## src/rtl/hamm_weight_enum.sv

```systemverilog
// Streams every 32-bit word of population count k in ascending order (Gosper's step).
// Optional popcount self-check on every handshake is built when HAMM_ENUM_CHECK_EN is defined.
module hamm_weight_enum #(
  parameter int WIDTH = 32,
  parameter int CNT_W = 32
) (
  input  logic             clk,
  input  logic             rst,
  input  logic             start,
  input  logic [5:0]       k,
  output logic [WIDTH-1:0] out_word,
  output logic             out_valid,
  input  logic             out_ready,
  output logic             out_last,
  output logic             busy,
  output logic             done,
  output logic             err,
  output logic [CNT_W-1:0] count,
  output logic             chk_err
);

  typedef enum logic [1:0] {
    S_IDLE = 2'd0,
    S_EMIT = 2'd1,
    S_DONE = 2'd2
  } state_t;

  state_t           state_q, state_d;
  logic [WIDTH-1:0] word_q, word_d;
  logic [5:0]       kq_q, kq_d;
  logic [CNT_W-1:0] count_q, count_d;
  logic             valid_q, valid_d;
  logic             last_q, last_d;
  logic             busy_q, busy_d;
  logic             done_q, done_d;
  logic             err_q, err_d;

  logic [WIDTH-1:0] first_word_s, first_top_s, top_q_s;
  logic [WIDTH-1:0] low_bit_s, next_word_s;
  logic [WIDTH:0]   sum_s, ripple_s;
  logic             hs_s;

  // Trailing-zero count of a one-hot value; replaces the divide in Gosper's step.
  function automatic logic [5:0] ctz(input logic [WIDTH-1:0] v);
    logic [5:0] n;
    n = 6'd32;
    for (int i = WIDTH - 1; i >= 0; i--) begin
      if (v[i]) begin
        n = i[5:0];
      end
    end
    return n;
  endfunction

  // Gosper's next-combination and the last-word patterns for both requested and stored weight.
  always_comb begin
    first_word_s = ~({WIDTH{1'b1}} << k);
    first_top_s  = ~({WIDTH{1'b1}} >> k);
    top_q_s      = ~({WIDTH{1'b1}} >> kq_q);
    low_bit_s    = word_q & (~word_q + {{(WIDTH-1){1'b0}}, 1'b1});
    sum_s        = {1'b0, word_q} + {1'b0, low_bit_s};
    ripple_s     = ((sum_s ^ {1'b0, word_q}) >> 2) >> ctz(low_bit_s);
    next_word_s  = ripple_s[WIDTH-1:0] | sum_s[WIDTH-1:0];
    hs_s         = valid_q & out_ready;
  end

  // Next-state and next-output logic of the enumerator.
  always_comb begin
    state_d = state_q;
    word_d  = word_q;
    kq_d    = kq_q;
    count_d = count_q;
    valid_d = valid_q;
    last_d  = last_q;
    busy_d  = busy_q;
    done_d  = 1'b0;
    err_d   = 1'b0;
    case (state_q)
      S_IDLE: begin
        if (start && (k > 6'd32)) begin
          err_d = 1'b1;
        end else if (start) begin
          state_d = S_EMIT;
          word_d  = first_word_s;
          kq_d    = k;
          count_d = '0;
          valid_d = 1'b1;
          busy_d  = 1'b1;
          last_d  = (first_word_s == first_top_s);
        end else begin
          state_d = S_IDLE;
        end
      end
      S_EMIT: begin
        if (hs_s && last_q) begin
          count_d = count_q + CNT_W'(1);
          state_d = S_DONE;
          valid_d = 1'b0;
          last_d  = 1'b0;
          busy_d  = 1'b0;
          done_d  = 1'b1;
        end else if (hs_s) begin
          count_d = count_q + CNT_W'(1);
          word_d  = next_word_s;
          last_d  = (next_word_s == top_q_s);
        end else begin
          state_d = S_EMIT;
        end
      end
      S_DONE: begin
        state_d = S_IDLE;
      end
      default: begin
        state_d = S_IDLE;
        valid_d = 1'b0;
        last_d  = 1'b0;
        busy_d  = 1'b0;
      end
    endcase
  end

  // State and registered outputs.
  always_ff @(posedge clk) begin
    if (rst) begin
      state_q <= S_IDLE;
      word_q  <= '0;
      kq_q    <= 6'd0;
      count_q <= '0;
      valid_q <= 1'b0;
      last_q  <= 1'b0;
      busy_q  <= 1'b0;
      done_q  <= 1'b0;
      err_q   <= 1'b0;
    end else begin
      state_q <= state_d;
      word_q  <= word_d;
      kq_q    <= kq_d;
      count_q <= count_d;
      valid_q <= valid_d;
      last_q  <= last_d;
      busy_q  <= busy_d;
      done_q  <= done_d;
      err_q   <= err_d;
    end
  end

`ifdef HAMM_ENUM_CHECK_EN
  logic chk_err_q, chk_err_d;

  // Sticky flag: an accepted word whose weight differs from the requested one.
  always_comb begin
    chk_err_d = chk_err_q;
    if (hs_s && (state_q == S_EMIT) && ($countones(word_q) != 32'(kq_q))) begin
      chk_err_d = 1'b1;
    end else begin
      chk_err_d = chk_err_q;
    end
  end

  // Self-check flag register.
  always_ff @(posedge clk) begin
    if (rst) begin
      chk_err_q <= 1'b0;
    end else begin
      chk_err_q <= chk_err_d;
    end
  end

  assign chk_err = chk_err_q;
`else
  assign chk_err = 1'b0;
`endif

  assign out_word  = word_q;
  assign out_valid = valid_q;
  assign out_last  = last_q;
  assign busy      = busy_q;
  assign done      = done_q;
  assign err       = err_q;
  assign count     = count_q;

endmodule

```

## config.mk

```make
export PLATFORM = sky130hd
export DESIGN_NAME = hamm_weight_enum
export DESIGN_NICKNAME = d
export VERILOG_FILES = /design/src/rtl/hamm_weight_enum.sv
export SDC_FILE = /design/constraint.sdc
export NUM_CORES = 1
export LEC_CHECK = 0
export ABC_CLOCK_PERIOD_IN_PS = 4400
export CORE_UTILIZATION = 31
export DETAILED_ROUTE_END_ITERATION = 12
export GPL_TIMING_DRIVEN = 0
export HOLD_SLACK_MARGIN = 0.1
export PLACE_DENSITY = 0.62
export SYNTH_ARGS = -nofsm -noshare
export SYNTH_HDL_FRONTEND = slang
export SYNTH_SLANG_ARGS = --single-unit
```

## constraint.sdc

```tcl
create_clock -name clk -period 4.4 [get_ports clk]
set_input_delay 0.66 -clock clk [delete_from_list [all_inputs] [get_ports clk]]
set_output_delay 0.66 -clock clk [all_outputs]
set_load 0.005 [all_outputs]
```

==> results of run 1 <==
## through the flow
step	total power [mW]	util	instance area (um^2)
floorplan	2.43	-	9220
global placement	3.46	0.362	10500
detailed placement	3.43	0.362	10500
CTS	5.04	0.429	12400
global route	5.81	0.459	13300
finish	5.67	0.459	13300
## sequential cells by signal (all words and copies together), names as in the netlist
signal    flops
busy          1
kq_q          6
count        32
done          1
err           1
out_word     32
out_last      1
state_q       2
## cell usage after synthesis (10+ instances only)
cell | n | area (um^2)
xor2_1 | 31 | 272
dfxtp_1 | 76 | 1520
buf_2 | 17 | 85.1
o22ai_1 | 11 | 68.8
nand4_1 | 21 | 131
inv_1 | 19 | 71.3
nand2b_1 | 13 | 81.3
nand3_1 | 65 | 325
o21ai_0 | 78 | 390
nor2_1 | 173 | 649
xnor2_1 | 12 | 105
nand2_1 | 147 | 552
nor3_1 | 48 | 240
nor4_1 | 15 | 93.8
nor2b_1 | 13 | 81.3
and2_1 | 20 | 125
a31oi_1 | 19 | 119
a221oi_1 | 10 | 87.6
o211ai_1 | 34 | 255
or3_1 | 16 | 100
o21ai_1 | 12 | 60.1
a21oi_1 | 84 | 420
and3_1 | 26 | 163
a211oi_1 | 25 | 188
a211o_1 | 11 | 96.3
clkbuf_1 | 92 | 345
or2_2 | 14 | 87.6
mux2i_1 | 39 | 390
## worst min-delay path by stage
stage                     start     endpoint
floorplan              count[1]     count[1]
global placement       count[1]     count[1]
detailed placement     count[1]     count[1]
CTS                    count[1]     count[1]
global route        out_word[3]  out_word[3]
finish              out_word[3]  out_word[3]
## cell type report
| class | count | area share |
|---|---|---|
| clock inverter | 7 | 0.00490 |
| tap | 384 | 0.0362 |
| timing repair buffer | 170 | 0.121 |
| multi-input combinational | 1161 | 0.649 |
| buffer | 111 | 0.0497 |
| sequential | 76 | 0.117 |
| clock buffer | 9 | 0.0170 |
| inverter | 19 | 0.00565 |
## kinds of logic after synthesis
kind of cell	count (synthesis)	share of synthesized area
simple gates	630	0.348
mux	49	0.0546
buf+inv	135	0.0590
compound gates	437	0.331
other cells	1	0.000407
fa+ha+maj	1	0.00136
flops	76	0.165
xor+xnor	43	0.0409
## what timing repair did
| action | CTS | global route |
|---|---|---|
| pin swaps | 54 | 74 |
| resized for setup | 273 | 146 |
| cloned | 1 | 1 |
| setup endpoints to repair | 32 | 27 |
| setup buffers | 58 | 34 |
| hold buffers | 0 | 0 |
## where the power goes
group / leakage (nW) / switching [mW] / internal [mW]
Sequential: 0.625 / 0.0644 / 0.720
Clock: 0.140 / 0.413 / 0.398
Combinational: 3.96 / 2.46 / 1.61
## critical path, stage by stage (launching register included)
cell      delay [ns]
dfxtp_4         0.37
nor4_4          0.59
buf_4           0.26
nand4_1         0.13
nand2_2         0.20
or3_1           0.23
nand3_1         0.15
nor4b_4         0.49
nand2_4         0.24
or4_1           0.60
o211ai_1        0.40
a31oi_1         0.13
or4_1           0.45
a211oi_2        0.17
nand4_1         0.17
o41ai_2         0.46
## layer usage
layer / routed length [um] / global-route usage
met1: 22400 / 0.462
met5: 0 / 0
met2: 23000 / 0.512
met3: 5540 / 0.0781
met4: 3560 / 0.190
==> summary.txt, run 1 <==
Global routing
  – Total Routing Usage GR: 0.346
  – First-pass GRT wire length: 78700 um
  – Grt ovf: 0
  – Largest net degree at the start of global routing: 17
  – Vias in the first global route: approximately 12000
  – Initial antenna violation count: 0

STA
  – Setup WS post-layout: -0.794 ns
  – Final Skew: approximately 0.022 ns
  – Hold Slack: 0.502 ns
  – Final Max Slew Viols: 0
  – Hold Fails Final Rpt: 0
  – Least-Margin Pin Slew: 1.14 ns
  – Final period util: 1.18
  – Fmax: between 0.15 and 0.2 GHz
  – Count of final setup violators: 24
  – Setup tns final: -3.83 ns
  – Tmin final: 5.19 ns
  – Relative slew margins: 0.240
  – RSZ-0062 raised after global routing: yes

Floorplanning
  – Number of cell rows: 62
  – Die W: approximately 170 um
  – Die H: about 170 um
  – Core box area: 28900 um^2
  – Initial Utilization: 0.318
  – IO Count: 80
  – Die area: a little over 30000 um^2

Setup path
  – Critical path endpoint category: register
  – CP required: 4.65 ns
  – Reg-to-reg endpoint: out_last
  – WP data arrival: 5.44 ns
  – CP Capture Point: out_last
  – Setup CP Type: register to register
  – R2R cell count: 15
  – R2r setup slk: -0.79 ns
  – R2r startpoint: out_word[3]
  – Worst Path Max Fanout: 7
  – Critical path launch point: out_word[3]
  – Crit start category: register

Clocking
  – CTS tree: built
  – CTS root buf: clkbuf_16
  – Clk_lat worst skew: 0.38 ns
  – CTS Buf Count: 9
  – Reg clk slew, reported paths: around 0.08 ns
  – CTS H-tree lvls: 3
  – Clk sink count: 76
  – Clk buf depth: 2

Placed design
  – Final GP Congestion: around 1
  – Post-DP HPWL: roughly 41000 um
  – Setup Slack @ Placement: -1.95 ns
  – Port Buffers: 77
  – Placed Cells: around 1800

Routing
  – Initial drt markers: 1912
  – Vias per cell: between 6 and 7
  – ANT nets after route: 0
  – Final WL: about 54000 um
  – WL/cell: between 20 and 30 um
  – Residual DRC count: 0
  – Router iterations before antenna repair: 6
  – DR vias: around 13000

Layout
  – Fin nets: around 1600
  – Layout cells sized above 1: 0.269
  – Fin cells: a little under 2000
  – Register area: around 1600 um^2
  – Fillers: 2964
  – Multi-input gate area: approximately 8600 um^2
  – Commonest non-fill, non-tap cell in the layout: nor2_1
  – Commonest cells after routing, fill and taps aside: nor2_1 (160), nand2_1 (141), buf_4 (83)
  – Diodes inserted: 0
  – Layout area overhead: 44.1%

Logic synthesis
  – #FFs+latches synth: 76
  – Synth warn: 0
  – Most common flop cell mapped by yosys: dfxtp_1
  – Post-synthesis cell count: between 1000 and 1500
  – Library cells used by synthesis: 98
  – Ys async rst share: 0
  – Mapped Area: approximately 9000 um^2
  – Sequential area share after synthesis: 0.165
  – Syn_nets: ~1400
  – EDFF count, synth: 0
  – Avg Cell Area, Syn: approximately 6.7 um^2

Power
  – Power per cell area: between 400 and 500 nW/um^2
  – Lkg Pwr: ~4.7 nW
  – Max IR drop VDD: around 0.20 mV

Status
  – Status: complete, but fails checks
  – Violated checks: setup timing

Run
  – Max Cap Viol: 0

Worst hold path
  – Hold path cells: 2
  – Min-delay worst type: register to register
Power figures use the tool's default switching activity.
==> inputs of run 2 (changes only) <==
Settings changed: CORE_UTILIZATION 31 to 25, PLACE_DENSITY 0.62 to 0.54.
==> run 2 against run 1 <==
Effect of this change: the run still ends with setup timing left; first-iteration DRC count fell by 14%; register-to-register slack improved by 0.16 ns; critical endpoint unchanged; global-route usage down 6.8 points; non-clock buffer count down 12; sequential power hardly changed; power fell by 5.9%; critical path depth is 2 higher; core utilization down 9.7 points; clock power is 8.1% lower.
==> summary.txt, run 2 (synthesis results as in run 1) <==
Status
  – Status: complete, but fails checks
  – Violated checks: setup timing

Layout
  – Layout cells sized above 1: 0.247
  – Diodes inserted: 0
  – Fin nets: between 1500 and 2000
  – Layout area overhead: 40.9%
  – Fin cells: 2002
  – Fillers: about 3900
  – Commonest cells after routing, fill and taps aside: nor2_1 (163), nand2_1 (144), buf_4 (85)
  – Commonest non-fill, non-tap cell in the layout: nor2_1

STA
  – Setup WS post-layout: -0.631 ns
  – RSZ-0062 raised after global routing: yes
  – Final period util: 1.14
  – Count of final setup violators: 11
  – Relative slew margins: 0.234
  – Fmax: between 0.15 and 0.2 GHz
  – Hold Slack: ~0.5 ns
  – Final Max Slew Viols: 0
  – Final Skew: about 0.011 ns
  – Least-Margin Pin Slew: 1.14 ns
  – Setup tns final: -1.75 ns
  – Hold Fails Final Rpt: 0
  – Tmin final: 5.03 ns

Routing
  – Router iterations before antenna repair: 6
  – Initial drt markers: approximately 1600
  – DR vias: ~13000
  – Vias per cell: about 6.3
  – ANT nets after route: 0
  – Final WL: around 53000 um
  – WL/cell: approximately 27 um
  – Residual DRC count: 0

Run
  – Max Cap Viol: 0

Floorplanning
  – Core box area: 35900 um^2
  – IO Count: 80
  – Die H: 194 um
  – Number of cell rows: 69
  – Die area: ~38000 um^2
  – Die W: roughly 190 um
  – Initial Utilization: 0.256

Power
  – Lkg Pwr: between 4 and 5 nW
  – Total power: 5.33 mW
  – Max IR drop VDD: ~0.21 mV
  – Power per cell area: a little over 400 nW/um^2

Global routing
  – Total Routing Usage GR: 0.278
  – Grt ovf: 0
  – Vias in the first global route: approximately 12000
  – Initial antenna violation count: 1
  – First-pass GRT wire length: approximately 80000 um
  – Largest net degree at the start of global routing: 16

Placed design
  – Post-DP HPWL: about 41000 um
  – Port Buffers: 77
  – Placed Cells: ~1900
  – Final GP Congestion: 1.05

Setup path
  – Worst Path Max Fanout: 10
  – CP required: ~4.7 ns
  – Setup CP Type: register to register
  – R2R cell count: 17
  – WP data arrival: between 5 and 6 ns
  – Crit start category: register
  – Critical path endpoint category: register

Clocking
  – Clk_lat worst skew: around 0.37 ns
  – CTS H-tree lvls: 3
  – Clk buf depth: 2
  – Clk sink count: 76
  – Cts hold-fix bufs: 0
  – CTS tree: built
  – CTS Buf Count: 9
  – CTS root buf: clkbuf_16
  – Reg clk slew, reported paths: approximately 0.07 ns

Worst hold path
  – Hold path cells: 2
  – Min-delay worst type: register to register
## run 2: cell count changes in the layout (fill, tap and decap cells not counted), moves of 3 or more
cell / previous run / this run
buf_6: 16 / 12
o221ai_1: 2 / 5
a211oi_2: 10 / 7
nor2_1: 160 / 163
dfxtp_2: 6 / 11
nor2_4: 5 / 2
dfxtp_1: 64 / 61
nand2_2: 5 / 2
buf_12: 9 / 1
nand2_1: 141 / 144
o221ai_2: 5 / 2
## run 2: what timing repair did
item                       4_1_cts  5_1_grt
gates resized for setup        270       88
pin swaps                       56       36
hold endpoints to repair         0        0
setup endpoints to repair       33       31
buffers inserted                67       12
cloned                           2        0
## run 2: routing by layer
layer  global-route usage  vias to the layer above  part of all wire
met5                    0                        -           0.00030
met4                0.121                        2             0.052
met3               0.0678                      170             0.095
met2                0.429                      735              0.43
met1                0.366                     6192              0.42
li1                     -                     5480                 -
## run 2: worst max-delay path, stage by stage (launching register included)
cell and delay, ns:
dfxtp_1 0.38, nor4_4 0.52, buf_6 0.21, nand4_4 0.20, nor4_4 0.42, a21oi_4 0.09, a311oi_2 0.39, clkbuf_2 0.41
o221ai_1 0.27, and3_1 0.28, a211o_1 0.28, o211ai_1 0.19, buf_4 0.19, o2111a_1 0.18, a21oi_1 0.07, a2111oi_4 0.27
nand4_1 0.17, o41ai_2 0.38
## run 2: stage by stage
| step | setup WS (ns) | area (um^2) | utilization |
|---|---|---|---|
| after global routing | -0.700 | 13000 | 0.361 |
| after detailed placement | -1.91 | 10600 | 0.294 |
| after global placement | -2.05 | 10600 | 0.294 |
| after CTS | -0.424 | 12500 | 0.347 |
| after floorplan | 0.0181 | 9220 | - |
| final | -0.631 | 13000 | 0.361 |
## run 2: final cells by class
type                    count  area [um^2]  area share
clock buffers               9          225      0.0174
clock inverters             7         57.6     0.00444
multi-input cells        1161         8420       0.649
inverters                  19         71.3     0.00550
flip-flops and latches     76         1550       0.119
well taps                 461          577      0.0444
repair buffers            158         1420       0.109
plain buffers             111          658      0.0507
## run 2: path summary, 6_finish.rpt
path / startpoint / endpoint / slack [ns]
worst max-delay path: out_word[1] / out_last / -0.63
worst max register to register: out_word[1] / out_last / -0.63
worst min-delay path: count[24] / count[24] / 0.51
worst min register to register: count[24] / count[24] / 0.51
## run 2: where the power goes
group	leakage (nW)	internal [mW]	switching (mW)
clock	0.129	0.390	0.355
combinational	3.83	1.46	2.34
sequential	0.626	0.722	0.0651
total	4.58	2.57	2.76
